`src/rtl/ser_pkg.sv`:
```
// Shared types and constants for the bit serializer.
package ser_pkg;

  localparam int unsigned SER_WIDTH_DEFAULT = 8;

  typedef enum logic {
    IDLE  = 1'b0,
    SHIFT = 1'b1
  } ser_state_t;

  // Bit counter width; a 2-bit word still needs one counter bit.
  function automatic int unsigned cnt_width(input int unsigned width);
    return (width > 2) ? $clog2(width) : 1;
  endfunction

endpackage

```
`src/rtl/bit_serializer_if.sv`:
```
// Parallel-in / serial-out bundle between an upstream word source and the serializer.
interface bit_serializer_if
  import ser_pkg::*;
#(
  parameter int unsigned WIDTH = SER_WIDTH_DEFAULT
);

  logic [WIDTH-1:0] din;
  logic             din_valid;
  logic             din_ready;
  logic             ser_out;
  logic             ser_valid;
  logic             frame_done;

  modport master (
    output din, din_valid,
    input  din_ready, ser_out, ser_valid, frame_done
  );

  modport slave (
    input  din, din_valid,
    output din_ready, ser_out, ser_valid, frame_done
  );

endinterface

```
`src/rtl/bit_serializer_core.sv`:
```
// Serializer datapath and two-state FSM behind the interface bundle.
module bit_serializer_core
  import ser_pkg::*;
#(
  parameter int unsigned WIDTH     = SER_WIDTH_DEFAULT,
  parameter int unsigned MSB_FIRST = 1
) (
  input  logic             clk,
  input  logic             reset,
  bit_serializer_if.slave  bus
);

  localparam int unsigned     CW   = cnt_width(WIDTH);
  localparam logic [CW-1:0]   LAST = CW'(WIDTH - 1);

  ser_state_t       state, state_nxt;
  logic [WIDTH-1:0] shreg, shreg_nxt;
  logic [CW-1:0]    bit_cnt, cnt_nxt;
  logic             ready;
  logic             accept;
  logic             din_ready, ser_out, ser_valid, frame_done;

  // Any encoding other than SHIFT behaves as IDLE.
  assign ready  = (state != SHIFT) || (bit_cnt == LAST);
  assign accept = bus.din_valid && ready;

  always_ff @(posedge clk or posedge reset) begin
    if (reset) begin
      state   <= IDLE;
      shreg   <= '0;
      bit_cnt <= '0;
    end else begin
      state   <= state_nxt;
      shreg   <= shreg_nxt;
      bit_cnt <= cnt_nxt;
    end
  end

  always_comb begin
    state_nxt = state;
    shreg_nxt = shreg;
    cnt_nxt   = bit_cnt;
    case (state)
      SHIFT: begin
        if (accept) begin
          shreg_nxt = bus.din;
          cnt_nxt   = '0;
          state_nxt = SHIFT;
        end else if (bit_cnt == LAST) begin
          state_nxt = IDLE;
        end else begin
          if (MSB_FIRST != 0) begin
            shreg_nxt = {shreg[WIDTH-2:0], 1'b0};
          end else begin
            shreg_nxt = {1'b0, shreg[WIDTH-1:1]};
          end
          cnt_nxt = bit_cnt + CW'(1);
        end
      end
      default: begin
        state_nxt = IDLE;
        if (accept) begin
          shreg_nxt = bus.din;
          cnt_nxt   = '0;
          state_nxt = SHIFT;
        end
      end
    endcase
  end

  // Outputs are gated by reset so the line reads all-zero while reset is held.
  always_comb begin
    din_ready  = 1'b0;
    ser_out    = 1'b0;
    ser_valid  = 1'b0;
    frame_done = 1'b0;
    if (!reset) begin
      din_ready = ready;
      if (state == SHIFT) begin
        ser_valid  = 1'b1;
        ser_out    = (MSB_FIRST != 0) ? shreg[WIDTH-1] : shreg[0];
        frame_done = (bit_cnt == LAST);
      end
    end
  end

  assign bus.din_ready  = din_ready;
  assign bus.ser_out    = ser_out;
  assign bus.ser_valid  = ser_valid;
  assign bus.frame_done = frame_done;

endmodule

```
`src/rtl/bit_serializer.sv`:
```
// Top level: flat ports bundled onto the serializer interface for the core.
module bit_serializer
  import ser_pkg::*;
#(
  parameter int unsigned WIDTH     = SER_WIDTH_DEFAULT,
  parameter int unsigned MSB_FIRST = 1
) (
  input  logic             clk,
  input  logic             reset,
  input  logic [WIDTH-1:0] din,
  input  logic             din_valid,
  output logic             din_ready,
  output logic             ser_out,
  output logic             ser_valid,
  output logic             frame_done
);

  bit_serializer_if #(.WIDTH(WIDTH)) bus ();

  assign bus.din       = din;
  assign bus.din_valid = din_valid;
  assign din_ready     = bus.din_ready;
  assign ser_out       = bus.ser_out;
  assign ser_valid     = bus.ser_valid;
  assign frame_done    = bus.frame_done;

  bit_serializer_core #(
    .WIDTH     (WIDTH),
    .MSB_FIRST (MSB_FIRST)
  ) u_core (
    .clk   (clk),
    .reset (reset),
    .bus   (bus.slave)
  );

endmodule

```
`config.mk`:
```
export PLATFORM = sky130hd
export DESIGN_NAME = bit_serializer
export DESIGN_NICKNAME = d
export VERILOG_FILES = /design/src/rtl/ser_pkg.sv /design/src/rtl/bit_serializer_if.sv /design/src/rtl/bit_serializer_core.sv /design/src/rtl/bit_serializer.sv
export SDC_FILE = /design/constraint.sdc
export NUM_CORES = 1
export LEC_CHECK = 0
export BUFFER_PORTS_ARGS = -buffer_cell sky130_fd_sc_hd__buf_4
export CAP_MARGIN = 15
export CORE_MARGIN = 4
export CORE_UTILIZATION = 45
export CTS_CLUSTER_DIAMETER = 60
export DETAILED_ROUTE_END_ITERATION = 10
export GPL_TIMING_DRIVEN = 0
export PLACE_DENSITY = 0.74
export SETUP_SLACK_MARGIN = 0.05
export SLEW_MARGIN = 20
export SYNTH_ARGS = -nofsm -noshare
export SYNTH_HDL_FRONTEND = slang
export SYNTH_SLANG_ARGS = --single-unit
```
`constraint.sdc`:
```
create_clock -name clk -period 1.7 [get_ports clk]
set_clock_uncertainty 0.1 [all_clocks]
set_input_delay 0 -clock clk [delete_from_list [all_inputs] [get_ports clk]]
set_output_delay 0 -clock clk [all_outputs]
set_load 0.02 [all_outputs]
```
==> results of run 1 <==
## routing by layer
| layer | share of wire (%) | up-vias | GRT usage (%) |
|---|---|---|---|
| met5 | 0 | - | 0 |
| met1 | 45 | 209 | 16.00 |
| li1 | - | 238 | - |
| met4 | 0.73 | 0 | 7.229 |
| met3 | 6.1 | 2 | 3.659 |
| met2 | 48 | 12 | 20.63 |
## cell families (layout without fill, tap and decap cells)
group           Yosys count  count (layout)  synth area share [%]
simple gates             18              18                 15.45
flops                    12              12                 50.10
compound gates            9               9                 7.515
mux                       9               9                 15.87
buf+inv                   5              34                 6.889
fa+ha+maj                 2               2                 4.175
## state kept, by name, indices dropped and copies added (netlist names)
register,count
u_core.shreg,8
u_core.bit_cnt,3
u_core.state,1
## worst max-delay path, delay by kind of cell (launching register included)
kind                       cells  cell delay (ns)
and+or+nand+nor                2             0.16
muxes                          1             0.25
buffers and inverters          1             0.13
DFF                            1             0.40
adders and majority gates      2             0.40
## through the flow
| step | worst slack [ns] | area, sq um | instances |
|---|---|---|---|
| finish | 0.1529 | 862.1 | 98 |
| global route | 0.08180 | 862.1 | 98 |
| CTS | 0.1014 | 859.6 | 98 |
| detailed placement | 0.2004 | 721.9 | 83 |
| global placement | 0.2003 | 721.9 | 83 |
| floorplan | 0.2506 | 599.3 | 55 |
## how the worst max path moves through the flow
| stage | startpoint | endpoint | slack (ns) | cells past startpoint |
|---|---|---|---|---|
| after floorplan | u_core.bit_cnt[0] | u_core.bit_cnt[0] | 0.25 | 5 |
| after global placement | u_core.bit_cnt[0] | u_core.bit_cnt[0] | 0.20 | 5 |
| after detailed placement | u_core.bit_cnt[0] | u_core.bit_cnt[0] | 0.20 | 5 |
| after CTS | u_core.bit_cnt[0] | din_ready | 0.10 | 6 |
| after global routing | u_core.bit_cnt[0] | din_ready | 0.08 | 6 |
| final | u_core.bit_cnt[0] | u_core.bit_cnt[0] | 0.15 | 6 |
## power groups by stage
stage | registers, W | clock network (W) | logic [W]
after CTS | 0.000459 | 0.000175 | 0.000520
after global routing | 0.000467 | 0.000194 | 0.000579
after global placement | 0.000458 | 0 | 0.000460
after detailed placement | 0.000465 | 0 | 0.000466
after floorplan | 0.000448 | 0 | 0.000365
final | 0.000460 | 0.000163 | 0.000520
## placed cells by master, fill, tap and decap left out, drive strengths merged
| cell type | count |
|---|---|
| dfrtp | 12 |
| ha | 2 |
| inv | 2 |
| clkbuf | 3 |
| mux2i | 8 |
| nand2b | 2 |
| and2 | 2 |
| mux2 | 1 |
| nand2 | 9 |
| buf | 19 |
| dlygate4sd3 | 10 |
| nor2b | 2 |
| nor2 | 3 |
| o21ai | 9 |
## synth_stat cells
library cell	count
nor2_2	1
ha_1	2
nand2b_1	2
nor2b_4	1
dfrtp_1	12
o21ai_1	9
nor2b_1	1
and2_1	2
inv_1	2
nor2_1	2
mux2_4	1
nand2_1	9
buf_6	3
mux2i_1	8
## repair_timing
action | 4_1_cts | 5_1_grt
hold buffers | 10 | 0
endpoints found under the setup margin | 1 | 1
endpoints found under the hold margin | 22 | 0
gates resized for setup | 0 | 1
setup buffers | 2 | 0
## area by class of cell
cell class,instances,area [sq um]
repair buffers,26,220.2
plain buffers,3,33.78
inverters,2,7.507
multi-input cells,38,260.3
fillers,93,324.1
flip-flops and latches,12,300.3
clock buffers,3,22.52
well taps,14,17.52
==> flow_metrics.env, run 1 <==
export IMPL_irDropWorstVdd_mv=0.7467
export IMPL_path_cells="ha_1, ha_2, nor2b_4, buf_4, nor2_2, mux2_4"
export IMPL_intPower_w=0.0007584
export IMPL_layout_nets=99
export IMPL_p_leak_nw=0.4352
export IMPL_clock_latency_ns=0.26
export IMPL_clockBufferDepth=2
export IMPL_die_area_sq_um=1980
export IMPL_run_status="finished, final reports clean"
export IMPL_grtUsageTotal_pct=13.13
export IMPL_crit_arrival_ns=1.59
export IMPL_slowest_delay_ns=0.40
export IMPL_rsz0062_at_grt="no"
export IMPL_r2r_cells=6
export IMPL_final_util_pct=72.68
export IMPL_setup_tns_ns=0
export IMPL_ys_ff_latch=12
export IMPL_fin_crit_sh_pct=91.00
export IMPL_maxSlewHeadroom_pct=68.96
export IMPL_gp_congestion=0.6454
export IMPL_pin_count=15
export IMPL_max_freq_mhz=646.4
export IMPL_r2r_setup_slack_ns=0.15
export IMPL_critical_path_slowest_cell="dfrtp_1"
export IMPL_synth_nets=68
export IMPL_yosysSeqAreaShare_pct=50.10
export IMPL_power_density_nw_per_um2=1325
export IMPL_crit_type="flop to flop"
export IMPL_finalMaxSlewViolations=0
export IMPL_grt_overflow_total=0
export IMPL_hold_viol=0
export IMPL_grt_pass1_vias=435
export IMPL_hold_slack_ns=0.2181
export IMPL_drt_wirelength_per_cell_um=11.23
export IMPL_critPathMaxFanout=3
export IMPL_area_growth_pct=43.84
export IMPL_antenna_found_initial=0
export IMPL_start_util_pct=50.53
export IMPL_power_frac_clock_pct=14.3
export IMPL_route_detailed_drc=0
export IMPL_hold_class="primary input to asynchronous set/reset pin"
export IMPL_antennaDiodeCount=0
export IMPL_tightest_slew_ns=0.4651
export IMPL_h_tree_depth=1
export IMPL_num_rows=12
export IMPL_critical_path_reg2reg_endpoint="u_core.bit_cnt[0]"
export IMPL_drt_iter0_drc=3
export IMPL_num_vias=461
export IMPL_die_h_um=44.50
export IMPL_p_comb_share_pct=45.5
export IMPL_cts_sinks=12
export IMPL_grt_first_pass_wirelength_um=1883
export IMPL_synth_area_leader_cell="dfrtp_1"
export IMPL_end_kind="flop"
export IMPL_ys_warn_count=0
export IMPL_wirelength_um=1101
export IMPL_cts_root_buf="clkbuf_4"
export IMPL_dp_hpwl_um=750.4
export IMPL_synth_area_per_cell_sq_um=10.90
export IMPL_ant_nets=0
export IMPL_cts_clk_slew_worst_paths_ns=0.07
export IMPL_syn_instance_count=55
export IMPL_core_sq_um=1186
export IMPL_cts_tree="yes"
export IMPL_synth_cell_type_count=14
export IMPL_layout_drive_gt1_share_pct=30.95
export IMPL_synth_top_area_share_pct=50.10
export IMPL_start_kind="flop"
export IMPL_r2r_start="u_core.bit_cnt[0]"
export IMPL_grt_max_degree=13
export IMPL_p_seq_share_pct=40.2
export IMPL_power_total_w=0.001142
export IMPL_setup_violations=0
export IMPL_syn_area_sq_um=599.3
export IMPL_max_cap_viol_count=0
export IMPL_cts_inserted_buffers=3
export IMPL_portBuffers=14
export IMPL_drt_vias_per_instance=4.704
export IMPL_p_sw_w=0.0003839
export IMPL_first_pass_iters=4
export IMPL_p_sw_share_pct=33.61
export IMPL_crit_required_ns=1.75
export IMPL_period_needed_ns=1.547
export IMPL_synth_area_top_cells="dfrtp_1 50%, mux2i_1 13%, o21ai_1 7.5%"
export IMPL_fp_dieW_um=44.50
No activity file was read; power rests on OpenSTA's default activity.
==> run 2: changes to the inputs <==
clock period = 2 ns   (was 1.7 ns; I/O delays follow)
==> flow_metrics.env, run 2 (synthesis results as in run 1) <==
export IMPL_run_status="finished, final reports clean"
export IMPL_end_kind="output port"
export IMPL_fin_crit_sh_pct=84.75
export IMPL_die_h_um=44.50
export IMPL_layout_nets=97
export IMPL_start_kind="flop"
export IMPL_num_rows=12
export IMPL_period_needed_ns=1.695
export IMPL_antenna_found_initial=0
export IMPL_finalMaxSlewViolations=0
export IMPL_crit_type="flop to output port"
export IMPL_portBuffers=14
export IMPL_first_pass_iters=2
export IMPL_gp_congestion=0.6454
export IMPL_core_sq_um=1186
export IMPL_antennaDiodeCount=0
export IMPL_r2r_setup_slack_ns=0.50
export IMPL_layout_commonest_cell="buf_4"
export IMPL_reg_top3="u_core.shreg x8, u_core.bit_cnt x3, u_core.state x1"
export IMPL_final_cell_mix="14 x buf_4, 12 x dfrtp_1, 10 x dlygate4sd3_1"
export IMPL_layout_setup_ws_ns=0.3051
export IMPL_cts_root_buf="clkbuf_4"
export IMPL_cts_tree="yes"
export IMPL_grt_overflow_total=0
export IMPL_placed_area_sq_um=721.9
export IMPL_wirelength_um=1073
export IMPL_dp_cells=83
export IMPL_irDropWorstVdd_mv=0.6645
export IMPL_critical_path_reg2reg_endpoint="u_core.bit_cnt[0]"
export IMPL_drt_wirelength_per_cell_um=11.18
export IMPL_maxSlewHeadroom_pct=69.05
export IMPL_area_growth_pct=40.92
export IMPL_setup_violations=0
export IMPL_layout_drive_gt1_share_pct=28.05
export IMPL_fin_cells=96
export IMPL_max_cap_viol_count=0
export IMPL_rsz0062_at_grt="no"
export IMPL_tightest_slew_ns=0.4637
export IMPL_dp_slack_ns=0.5004
export IMPL_grt_max_degree=13
export IMPL_pin_count=15
export IMPL_hold_viol=0
export IMPL_grt_first_pass_wirelength_um=1869
export IMPL_clockBufferDepth=2
export IMPL_grtUsageTotal_pct=13.04
export IMPL_max_freq_mhz=590.0
export IMPL_fill_cells=94
export IMPL_fp_dieW_um=44.50
export IMPL_die_area_sq_um=1980
export IMPL_setup_tns_ns=0
export IMPL_cts_inserted_buffers=3
export IMPL_critPathMaxFanout=10
export IMPL_route_detailed_drc=0
export IMPL_grt_pass1_vias=426
export IMPL_crit_arrival_ns=1.59
export IMPL_multi_input_comb_area_sq_um=257.7
export IMPL_start_util_pct=50.53
export IMPL_crit_required_ns=1.90
export IMPL_p_leak_nw=0.4286
export IMPL_num_vias=453
export IMPL_dp_hpwl_um=750.4
export IMPL_top_register="u_core.shreg"
export IMPL_cts_sinks=12
export IMPL_r2r_start="u_core.bit_cnt[0]"
export IMPL_largest_reg_flops=8
export IMPL_power_total_w=0.0009370
export IMPL_drt_iter0_drc=3
export IMPL_cts_clk_slew_worst_paths_ns=0.07
export IMPL_ant_nets=0
export IMPL_clock_latency_ns=0.26
export IMPL_drt_vias_per_instance=4.719
export IMPL_finalInstanceArea_sq_um=844.6
export IMPL_seqCellArea_sq_um=300.3
export IMPL_power_density_nw_per_um2=1109
export IMPL_r2r_cells=5
export IMPL_hold_class="primary input to asynchronous set/reset pin"
export IMPL_h_tree_depth=1
run 2: changes by cell type in the layout (fill, tap and decap cells not counted), sizes merged:
| cell | before | now |
|---|---|---|
| buf | 19 | 17 |
run 2: worst max-delay path by stage:
stage | startpoint | end | slack, ns | depth (start not counted)
2_1_floorplan | u_core.bit_cnt[0] | u_core.bit_cnt[0] | 0.55 | 5
3_3_place_gp | u_core.bit_cnt[0] | u_core.bit_cnt[0] | 0.50 | 5
3_5_place_dp | u_core.bit_cnt[0] | u_core.bit_cnt[0] | 0.50 | 5
4_1_cts | u_core.bit_cnt[0] | din_ready | 0.28 | 6
5_1_grt | u_core.bit_cnt[0] | din_ready | 0.22 | 6
6_report | u_core.bit_cnt[0] | din_ready | 0.31 | 6
run 2: worst max-delay path: stages, from the launching register on:
cell	delay, ns
dfrtp_1	0.40
ha_1	0.20
ha_1	0.21
nor2b_4	0.17
buf_6	0.16
nor2_1	0.04
buf_4	0.15
run 2: stage by stage:
step                      hold WS (ns)  utilization, %
after floorplan                -0.2353               -
after global routing            0.2556           71.20
final                           0.2176           71.20
after global placement        -0.04460           60.87
after CTS                       0.2237           71.20
after detailed placement      -0.04325           60.87
run 2: metal layers:
| metal | share of wire [%] | vias to the layer above | GRT usage (%) |
|---|---|---|---|
| met3 | 6.1 | 2 | 3.659 |
| met1 | 45 | 200 | 16.00 |
| met2 | 48 | 12 | 20.34 |
| li1 | - | 239 | - |
| met5 | 0 | - | 0 |
| met4 | 0.75 | 0 | 7.229 |
run 2: area by class of cell:
class / instances / share of cell area, %
repair buffers: 24 / 24.30
inverters: 2 / 0.8889
flip-flops and latches: 12 / 35.56
plain buffers: 3 / 4.000
well taps: 14 / 2.074
multi-input cells: 38 / 30.52
clock buffers: 3 / 2.667
run 2: power by group:
part           internal (W)  switching, W  leakage [nW]
registers          0.000340     0.0000502         0.152
clock network     0.0000695     0.0000699        0.0138
logic              0.000209      0.000198         0.263
run 2: repair_timing:
action | 4_1_cts | 5_1_grt
endpoints found under the hold margin | 21 | 0
buffers inserted | 0 | 0
gates resized for setup | 0 | 0
hold buffers | 10 | 0
endpoints found under the setup margin | 0 | 0
